### src/rtl/kstep_pkg.sv
// Shared constants for the step/dir move queue.
// Moves are packed as {dir, add, count, interval}, interval in the LSBs.
package kstep_pkg;

  localparam int DEF_INTERVAL_W = 16;
  localparam int DEF_COUNT_W    = 16;
  localparam int DEF_ADD_W      = 16;
  localparam int DEF_FIFO_DEPTH = 4;
  localparam int DEF_PULSE_W    = 8;
  localparam int DEF_POS_W      = 32;

  localparam int MIN_INTERVAL = 2;

  localparam int IV_OFF  = 0;
  localparam int CNT_OFF = IV_OFF + DEF_INTERVAL_W;
  localparam int ADD_OFF = CNT_OFF + DEF_COUNT_W;
  localparam int DIR_OFF = ADD_OFF + DEF_ADD_W;
  localparam int MOVE_W  = DIR_OFF + 1;

  function automatic int move_width(input int iw, input int cw, input int aw);
    return iw + cw + aw + 1;
  endfunction

endpackage

### src/rtl/kstep_move_fifo.sv
// Synchronous move queue with occupancy level.
// Pointers carry an extra wrap bit so full and empty are distinct.
module kstep_move_fifo
  import kstep_pkg::*;
#(
  parameter int W     = MOVE_W,
  parameter int DEPTH = DEF_FIFO_DEPTH
) (
  input  logic                   clk,
  input  logic                   rst,
  input  logic                   push_i,
  input  logic [W-1:0]           wdata_i,
  input  logic                   pop_i,
  output logic [W-1:0]           rdata_o,
  output logic                   empty_o,
  output logic                   full_o,
  output logic [$clog2(DEPTH):0] level_o
);

  localparam int AW = $clog2(DEPTH);

  logic [W-1:0] mem_q [DEPTH];
  logic [AW:0]  wptr_q, wptr_d;
  logic [AW:0]  rptr_q, rptr_d;
  logic         do_push, do_pop;

  assign level_o = wptr_q - rptr_q;
  assign empty_o = (wptr_q == rptr_q);
  assign full_o  = (level_o == (AW+1)'(DEPTH));
  assign rdata_o = mem_q[rptr_q[AW-1:0]];

  assign do_push = push_i && !full_o;
  assign do_pop  = pop_i && !empty_o;

  always_comb begin
    wptr_d = wptr_q;
    rptr_d = rptr_q;
    if (do_push) wptr_d = wptr_q + (AW+1)'(1);
    if (do_pop)  rptr_d = rptr_q + (AW+1)'(1);
  end

  always_ff @(posedge clk) begin
    if (rst) begin
      wptr_q <= '0;
      rptr_q <= '0;
    end else begin
      wptr_q <= wptr_d;
      rptr_q <= rptr_d;
    end
  end

  always_ff @(posedge clk) begin
    if (do_push) mem_q[wptr_q[AW-1:0]] <= wdata_i;
  end

endmodule

### src/rtl/kstep_step_queue.sv
// Step/dir pulse generator driven by a queue of timed moves.
// Moves chain back-to-back; position tracks every emitted step.
module kstep_step_queue
  import kstep_pkg::*;
#(
  parameter int INTERVAL_W = DEF_INTERVAL_W,
  parameter int COUNT_W    = DEF_COUNT_W,
  parameter int ADD_W      = DEF_ADD_W,
  parameter int FIFO_DEPTH = DEF_FIFO_DEPTH,
  parameter int PULSE_W    = DEF_PULSE_W,
  parameter int POS_W      = DEF_POS_W
) (
  input  logic                        clk,
  input  logic                        rst,
  input  logic                        en,
  input  logic                        cmd_valid,
  output logic                        cmd_ready,
  input  logic [INTERVAL_W-1:0]       cmd_interval,
  input  logic [COUNT_W-1:0]          cmd_count,
  input  logic [ADD_W-1:0]            cmd_add,
  input  logic                        cmd_dir,
  input  logic [PULSE_W-1:0]          pulse_ticks,
  input  logic                        dir_invert,
  output logic                        step,
  output logic                        dir,
  output logic                        busy,
  output logic [$clog2(FIFO_DEPTH):0] fifo_level,
  output logic [POS_W-1:0]            position
);

  localparam int MW     = move_width(INTERVAL_W, COUNT_W, ADD_W);
  localparam int CNT_LO = INTERVAL_W;
  localparam int ADD_LO = INTERVAL_W + COUNT_W;
  localparam int CW     = (INTERVAL_W > PULSE_W) ? INTERVAL_W : PULSE_W;

  logic [MW-1:0] push_data, head;
  logic          push, pop, empty, full;

  assign push_data = {cmd_dir, cmd_add, cmd_count, cmd_interval};
  assign cmd_ready = !full;
  assign push      = cmd_valid && cmd_ready;

  kstep_move_fifo #(
    .W     (MW),
    .DEPTH (FIFO_DEPTH)
  ) u_fifo (
    .clk     (clk),
    .rst     (rst),
    .push_i  (push),
    .wdata_i (push_data),
    .pop_i   (pop),
    .rdata_o (head),
    .empty_o (empty),
    .full_o  (full),
    .level_o (fifo_level)
  );

  logic [INTERVAL_W-1:0] h_iv;
  logic [COUNT_W-1:0]    h_cnt;
  logic [ADD_W-1:0]      h_add;
  logic                  h_dir, head_ok;

  assign h_iv    = head[INTERVAL_W-1:0];
  assign h_cnt   = head[CNT_LO +: COUNT_W];
  assign h_add   = head[ADD_LO +: ADD_W];
  assign h_dir   = head[MW-1];
  assign head_ok = !empty && (h_cnt != '0);

  logic                  active_q, active_d;
  logic [COUNT_W-1:0]    remaining_q, remaining_d;
  logic [INTERVAL_W-1:0] cur_iv_q, cur_iv_d;
  logic [ADD_W-1:0]      add_q, add_d;
  logic [INTERVAL_W-1:0] timer_q, timer_d;
  logic                  dir_reg_q, dir_reg_d;
  logic                  step_q, step_d;
  logic [PULSE_W-1:0]    pulse_q, pulse_d;
  logic [POS_W-1:0]      pos_q, pos_d;
  logic                  dir_q, dir_d;

  logic [INTERVAL_W-1:0] iv_next, reload;
  logic [PULSE_W-1:0]    pt1;

  assign pt1     = (pulse_ticks == '0) ? PULSE_W'(1) : pulse_ticks;
  assign iv_next = cur_iv_q + INTERVAL_W'($signed(add_q));

  function automatic logic [INTERVAL_W-1:0] clamp_iv(
    input logic [INTERVAL_W-1:0] v
  );
    return (v < INTERVAL_W'(MIN_INTERVAL)) ? INTERVAL_W'(MIN_INTERVAL) : v;
  endfunction

  // High time is capped so at least one low clock precedes the next step.
  function automatic logic [PULSE_W-1:0] pulse_len(
    input logic [INTERVAL_W-1:0] rl
  );
    logic [CW-1:0] lim;
    lim = CW'(rl) - CW'(1);
    return (CW'(pt1) <= lim) ? pt1 : PULSE_W'(lim);
  endfunction

  always_comb begin
    active_d    = active_q;
    remaining_d = remaining_q;
    cur_iv_d    = cur_iv_q;
    add_d       = add_q;
    timer_d     = timer_q;
    dir_reg_d   = dir_reg_q;
    step_d      = step_q;
    pulse_d     = pulse_q;
    pos_d       = pos_q;
    pop         = 1'b0;
    reload      = clamp_iv(iv_next);
    if (en) begin
      if (step_q) begin
        if (pulse_q <= PULSE_W'(1)) step_d  = 1'b0;
        else                        pulse_d = pulse_q - PULSE_W'(1);
      end
      if (active_q) begin
        if (timer_q == INTERVAL_W'(1)) begin
          step_d      = 1'b1;
          pos_d       = dir_reg_q ? pos_q + POS_W'(1) : pos_q - POS_W'(1);
          remaining_d = remaining_q - COUNT_W'(1);
          cur_iv_d    = iv_next;
          timer_d     = reload;
          if (remaining_q == COUNT_W'(1)) begin
            active_d = 1'b0;
            if (!empty) begin
              pop = 1'b1;
              if (head_ok) begin
                active_d    = 1'b1;
                remaining_d = h_cnt;
                cur_iv_d    = h_iv;
                add_d       = h_add;
                timer_d     = clamp_iv(h_iv);
                dir_reg_d   = h_dir;
                reload      = clamp_iv(h_iv);
              end
            end
          end
          pulse_d = pulse_len(reload);
        end else begin
          timer_d = timer_q - INTERVAL_W'(1);
        end
      end else if (!step_q && !empty) begin
        pop = 1'b1;
        if (head_ok) begin
          active_d    = 1'b1;
          remaining_d = h_cnt;
          cur_iv_d    = h_iv;
          add_d       = h_add;
          timer_d     = clamp_iv(h_iv);
          dir_reg_d   = h_dir;
        end
      end
    end
    dir_d = step_d ? dir_q : (dir_reg_q ^ dir_invert);
  end

  always_ff @(posedge clk) begin
    if (rst) begin
      active_q    <= 1'b0;
      remaining_q <= '0;
      cur_iv_q    <= '0;
      add_q       <= '0;
      timer_q     <= '0;
      dir_reg_q   <= 1'b0;
      step_q      <= 1'b0;
      pulse_q     <= '0;
      pos_q       <= '0;
      dir_q       <= 1'b0;
    end else begin
      active_q    <= active_d;
      remaining_q <= remaining_d;
      cur_iv_q    <= cur_iv_d;
      add_q       <= add_d;
      timer_q     <= timer_d;
      dir_reg_q   <= dir_reg_d;
      step_q      <= step_d;
      pulse_q     <= pulse_d;
      pos_q       <= pos_d;
      dir_q       <= dir_d;
    end
  end

  assign step     = step_q;
  assign dir      = dir_q;
  assign busy     = active_q || !empty || step_q;
  assign position = pos_q;

endmodule

### config.mk
export PLATFORM = sky130hd
export DESIGN_NAME = kstep_step_queue
export DESIGN_NICKNAME = d
export VERILOG_FILES = /design/src/rtl/kstep_pkg.sv /design/src/rtl/kstep_move_fifo.sv /design/src/rtl/kstep_step_queue.sv
export SDC_FILE = /design/constraint.sdc
export NUM_CORES = 1
export LEC_CHECK = 0
export CAP_MARGIN = 20
export CORE_UTILIZATION = 54
export CTS_CLUSTER_SIZE = 12
export DETAILED_ROUTE_END_ITERATION = 7
export PLACE_DENSITY = 0.77
export SLEW_MARGIN = 40
export SYNTH_ARGS = -nofsm -noshare
export SYNTH_HDL_FRONTEND = slang
export SYNTH_SLANG_ARGS = --single-unit
### constraint.sdc
create_clock -name clk -period 5.4 [get_ports clk]
set_input_delay 1.62 -clock clk [delete_from_list [all_inputs] [get_ports clk]]
set_output_delay 1.62 -clock clk [all_outputs]
set_load 0.005 [all_outputs]
==> impl_metrics.csv, run 1 <==
group,metric,value,unit
routing,ant_nets,0,
routing,drt_iter0_markers,907,
global_route,grt-busiest-layer,"met2",
timing,clock_skew,0.03034,ns
power_and_ir_drop,power_density,545.0,nW/um^2
power_and_ir_drop,p_total,0.01028,W
timing,finalSetupViolations,0,
critical_path,path_buf_inv,6,
floorplan,initial_core_util,54.93,%
placed_design,place_inst,1893,
finish,mostFrequentLayoutCells,"edfxtp_1 (196), nor2_1 (151), nand2_1 (123)",
placed_design,numPortBuffers,100,
global_route,grt.met1_usage,33.74,%
outcome,outcome,"finished, final reports clean",
critical_path,arrival,5.79,ns
global_route,antenna_found_initial,0,
global_route,grt_use_total,24.46,%
finish,drive_above_1_share,15.05,%
finish,nNetsFinal,1682,
logic_synthesis,synth.distinct_cells,77,
logic_synthesis,synth_flop_cell,"edfxtp_1",
critical_path,slowest_stage,"or4b_4",
global_route,use_met2,39.63,%
min_path,hold_path_class,"flip-flop to flip-flop",
finish,final_area,18870,um^2
timing,finalHoldViolations,0,
floorplan,die_h,172.9,um
logic_synthesis,syn_nets,1545,
power_and_ir_drop,p_int,0.006483,W
critical_path,critPathMaxStageDelay,0.50,ns
routing,finalWirelength,36050,um
power_and_ir_drop,p_sw,0.003801,W
logic_synthesis,synth_edf_count,196,
timing,finalCritPeriodShare,99.28,%
finish,areaGrowthSynthToFinish,19.68,%
timing,finalMaxSlewViolations,0,
clocking,cts_tree,"built",
logic_synthesis,ys_seq_elements,312,
logic_synthesis,ys_seq_area_share,52.06,%
timing,rsz0062_at_grt,"yes",
placed_design,place_area,17510,um^2
critical_path,worstPathRequired,5.83,ns
finish,n_fill_cell,2149,
power_and_ir_drop,sequentialPowerShare,30.9,%
finish,n_antenna_cell,0,
routing,first_pass_iters,5,
critical_path,critPathMaxFanout,8,
floorplan,core,28700,um^2
logic_synthesis,synth_async_sr_flop_share,0,%
routing,drcViolationCount,0,
critical_path,crit_path_end_kind,"flip-flop",
critical_path,crit_type,"flip-flop to flip-flop",
timing,hold_slack,0.4705,ns
logic_synthesis,synth_top_area_cell,"edfxtp_1",
clocking,root_buffer,"clkbuf_16",
logic_synthesis,postSynthCellCount,1413,
finish,final_util,65.75,%
floorplan,dieArea,29890,um^2
logic_synthesis,synth_top_area_share,37.33,%
global_route,use_met3,3.870,%
global_route,gr-total-overflow,0,
finish,fin_cells,1959,
global_route,grt_pass1_vias,11480,
floorplan,io_pins,101,
routing,viasPerCell,5.933,
clocking,clock_sinks,312,
timing,min_period,5.361,ns
finish,final_common_cell,"edfxtp_1",
floorplan,row_count,62,
power_and_ir_drop,vdd_drop_max,0.3184,mV
placed_design,gp_congestion,0.9507,
logic_synthesis,ys_warn_count,0,
critical_path,critPathTopFamily,"simple AND/OR/NAND/NOR gates",
global_route,grt_max_degree,79,
logic_synthesis,syn_area_per_cell,11.16,um^2
run,drv_cap,0,
clocking,clk_pin_slew,0.06,ns
power_and_ir_drop,p_comb_share,46.6,%
clocking,numCtsBuffers,35,
clocking,htreeDepth,2,
critical_path,crit_top_cell,"buf_4",
timing,relSlewSlack,47.48,%
timing,clock.fmax,186.5,MHz
critical_path,start_kind,"flip-flop",
power_and_ir_drop,swShare,36.96,%
clocking,clock_latency,0.52,ns
logic_synthesis,synthTopCellsByArea,"edfxtp_1 (37%), dfxtp_1 (15%), mux4_2 (7.0%), ha_1 (5.3%), a21oi_1 (3.7%)",
routing,num_vias,11620,
routing,wire_per_inst,18.40,um
power_and_ir_drop,clkPwrFrac,22.4,%
floorplan,die_w,172.9,um
clocking,cts_buffer_depth,3,
logic_synthesis,synth_area,15770,um^2
global_route,grt_first_pass_wirelength,59020,um
timing,worst-slew-pin-transition,0.7830,ns
power_and_ir_drop,leakage,6.895,nW
placed_design,dp_hpwl,24810,um
-- tightest hold or removal path: stages, from the launching register on --
cell and delay [ns]:
dfxtp_1 0.32, nand2_1 0.06, a21oi_1 0.05
-- power groups by stage --
stage          logic [W]  clock network (W)  registers, W
3_3_place_gp     0.00434                  0       0.00320
5_1_grt          0.00529            0.00245       0.00322
6_report         0.00480            0.00231       0.00318
2_1_floorplan    0.00312                  0       0.00315
3_5_place_dp     0.00441                  0       0.00322
4_1_cts          0.00457            0.00235       0.00318
-- per-stage QoR --
stage	setup TNS, ns	worst slack (ns)
finish	0	0.03903
global route	-1.571	-0.2305
CTS	0	0.01776
detailed placement	-2.324	-0.3177
global placement	-1.768	-0.2451
floorplan	0	0.05587
-- area by class of cell --
cell class / count / area [um^2] / area share (%)
flip-flops and latches: 312 / 8217 / 43.54
multi-input cells: 995 / 7370 / 39.05
repair buffers: 171 / 1573 / 8.334
clock buffers: 52 / 959.7 / 5.086
well taps: 384 / 480.5 / 2.546
clock inverters: 10 / 140.1 / 0.7426
inverters: 35 / 131.4 / 0.6962
-- cells by family after synthesis --
kind of cell,synth area share (%)
compound gates,13.49
simple gates,13.36
mux,9.149
flops,52.06
buf+inv,2.753
xor+xnor,3.499
fa+ha+maj,5.697
-- state kept, by name (all words and copies together), names as in the netlist, named ones only --
name           flops
u_fifo.wptr_q      3
u_fifo.mem_q     196
active_q           1
cur_iv_q          16
position          32
dir                1
add_q             16
u_fifo.rptr_q      3
dir_reg_q          1
step               1
timer_q           16
pulse_q            8
remaining_q       16
-- final timing paths --
| kind | cells past startpoint | to | slack (ns) | startpoint |
|---|---|---|---|---|
| max | 26 | pulse_q[5] | 0.04 | cur_iv_q[2] |
| min | 2 | position[19] | 0.47 | position[19] |
| max reg2reg | 26 | pulse_q[5] | 0.04 | cur_iv_q[2] |
| min reg2reg | 2 | position[19] | 0.47 | position[19] |
-- synthesized netlist by cell type (all sizes together) (13+ instances only) --
master / count
a211oi: 35
a21o: 27
a21oi: 118
and3: 13
buf: 15
clkbuf: 56
dfxtp: 116
edfxtp: 196
ha: 67
inv: 34
mux2i: 26
mux4: 49
nand2: 123
nand3: 21
nor2: 152
nor3: 39
nor4: 14
o21ai: 65
or3: 14
xnor2: 37
xor2: 26
-- repair_timing --
| action | in CTS | in global routing |
|---|---|---|
| buffers inserted | 1 | 3 |
| endpoints found under the setup margin | 8 | 8 |
| resized for setup | 20 | 29 |
| hold buffers | 0 | 0 |
| pin swaps | 7 | 19 |
-- routing by layer --
| layer | vias to the layer above | routed length, um |
|---|---|---|
| met5 | - | 0 |
| met1 | 5607 | 15860 |
| li1 | 5568 | - |
| met2 | 384 | 17090 |
| met3 | 63 | 2122 |
| met4 | 0 | 979 |
Note: power is estimated with default switching activity, not from simulation.
==> run 2: changes to the inputs <==
- CORE_UTILIZATION: 54 -> 56
- CTS_BUF_LIST: not set -> sky130_fd_sc_hd__clkbuf_8
- PLACE_DENSITY: 0.77 -> 0.79
==> run 2 against run 1 <==
Against the previous run: fmax up 0.13%; non-clock buffer count down 1; via count up 1.1%; critical path depth down 2; core utilization up 2.3 points; combinational power up 2%; cell area about the same; sequential share of layout area about the same; die area down 3.5%; critical path type unchanged; largest power group unchanged; highest routed layer unchanged.
==> impl_metrics.csv, run 2 (same netlist as run 1, synthesis figures left out) <==
group,metric,value,unit
outcome,outcome,"finished, final reports clean",
critical_path,arrival,5.85,ns
critical_path,start_kind,"flip-flop",
global_route,grt_max_degree,83,
clocking,clock_latency,0.59,ns
timing,worst-slew-pin-transition,0.7821,ns
routing,drcViolationCount,0,
routing,wire_per_inst,18.15,um
timing,clock_skew,0.02814,ns
floorplan,row_count,61,
critical_path,critPathMaxFanout,6,
global_route,antenna_found_initial,0,
floorplan,initial_core_util,56.91,%
critical_path,crit_type,"flip-flop to flip-flop",
finish,drive_above_1_share,16.67,%
critical_path,worstPathRequired,5.90,ns
finish,areaGrowthSynthToFinish,19.62,%
global_route,grt_use_total,25.47,%
finish,final_util,68.08,%
critical_path,crit_path_end_kind,"flip-flop",
clocking,htreeDepth,2,
clocking,cts_buffer_depth,3,
clocking,numCtsBuffers,51,
floorplan,dieArea,28830,um^2
global_route,gr-total-overflow,0,
power_and_ir_drop,leakage,6.983,nW
placed_design,numPortBuffers,100,
power_and_ir_drop,vdd_drop_max,0.2689,mV
global_route,grt_first_pass_wirelength,58060,um
run,drv_cap,0,
finish,n_antenna_cell,0,
timing,finalHoldViolations,0,
finish,nNetsFinal,1697,
timing,finalSetupViolations,0,
finish,largest_reg_flops,196,
clocking,cts_tree,"built",
placed_design,dp_hpwl,25050,um
power_and_ir_drop,p_total,0.01019,W
timing,finalMaxSlewViolations,0,
routing,finalWirelength,36040,um
floorplan,core,27710,um^2
timing,rsz0062_at_grt,"yes",
finish,fin_cells,1986,
timing,tns,0,ns
clocking,root_buffer,"clkbuf_8",
floorplan,io_pins,101,
routing,num_vias,11750,
global_route,grt_pass1_vias,11470,
clocking,holdBufCountCts,0,
routing,viasPerCell,5.915,
timing,min_period,5.354,ns
floorplan,die_w,169.8,um
finish,final_common_cell,"edfxtp_1",
routing,drt_iter0_markers,989,
timing,relSlewSlack,47.54,%
placed_design,gp_congestion,0.9372,
timing,clock.fmax,186.8,MHz
clocking,clock_sinks,312,
power_and_ir_drop,power_density,540.2,nW/um^2
floorplan,die_h,169.8,um
routing,first_pass_iters,5,
finish,mostFrequentLayoutCells,"edfxtp_1 (196), nor2_1 (149), nand2_1 (122)",
min_path,hold_path_class,"flip-flop to flip-flop",
routing,ant_nets,0,
placed_design,place_inst,1883,
timing,finalCritPeriodShare,99.15,%
clocking,clk_pin_slew,0.07,ns
run 2: changes by cell type in the layout (fill, tap and decap cells not counted), moves of 3 or more:
cell / change
clkinv_1: +5
clkinv_2: +5
clkbuf_16: -35
inv_1: +18
buf_4: -4
clkbuf_1: -15
inv_6: -3
clkbuf_8: +54
run 2: worst max-delay path, cell delays in order, from the launching register on:
cell and delay [ns]:
dfxtp_2 0.33, ha_4 0.16, fa_2 0.39, a211oi_4 0.24, buf_4 0.15, o211a_1 0.16
o21a_1 0.15, o2111ai_2 0.16, a2111oi_4 0.36, o2111ai_2 0.20, o31ai_4 0.40, a2bb2oi_2 0.18
nand4bb_1 0.16, mux2_4 0.33, a21o_1 0.19, ha_4 0.28, nand4_1 0.12, o21ai_1 0.13
o21ai_1 0.07, and3b_1 0.21, nand4_1 0.15, a21oi_4 0.20, buf_12 0.14, mux2_4 0.30
o22ai_2 0.11
run 2: metrics by stage:
step | setup WS (ns) | instance area [um^2] | hold slack [ns]
after floorplan | 0.05587 | 15770 | 0.4452
after global placement | -0.1838 | 17480 | 0.4549
after detailed placement | -0.2843 | 17480 | 0.4585
after CTS | 0.001543 | 18610 | 0.4677
after global routing | -0.2357 | 18860 | 0.4944
final | 0.04576 | 18860 | 0.4689
run 2: cell type report:
cell class	count	area, um^2
tap	378	473.0
inverter	35	131.4
fill	2034	8845
clock inverter	40	287.8
clock buffer	56	770.7
multi-input combinational	995	7396
sequential	312	8217
timing repair buffer	170	1585
run 2: final timing paths:
check / slack, ns / depth (start not counted) / from / endpoint
max: 0.05 / 24 / add_q[0] / pulse_q[5]
min: 0.47 / 2 / cur_iv_q[15] / cur_iv_q[15]
max reg2reg: 0.05 / 24 / add_q[0] / pulse_q[5]
min reg2reg: 0.47 / 2 / cur_iv_q[15] / cur_iv_q[15]
run 2: report_power, final:
part	switching, W	total, W	leakage (nW)	internal [W]
registers	0.000236	0.00318	2.74	0.00295
clock network	0.000937	0.00209	0.610	0.00116
logic	0.00270	0.00491	3.63	0.00221
run 2: repair_timing:
action                                  CTS  global route
gates cloned                              0             0
gates resized for setup                  20            39
pin swaps                                 7            26
endpoints found under the setup margin    8             8
setup buffers                             0             8
run 2: routing by layer:
layer  track usage, %  share of wire [%]  up-vias
met5                0                  0        -
met4            9.244                2.8        0
met3            3.848                5.9       87
met2            41.93                 48      396
met1            34.28                 44     5651
li1                 -                  -     5614
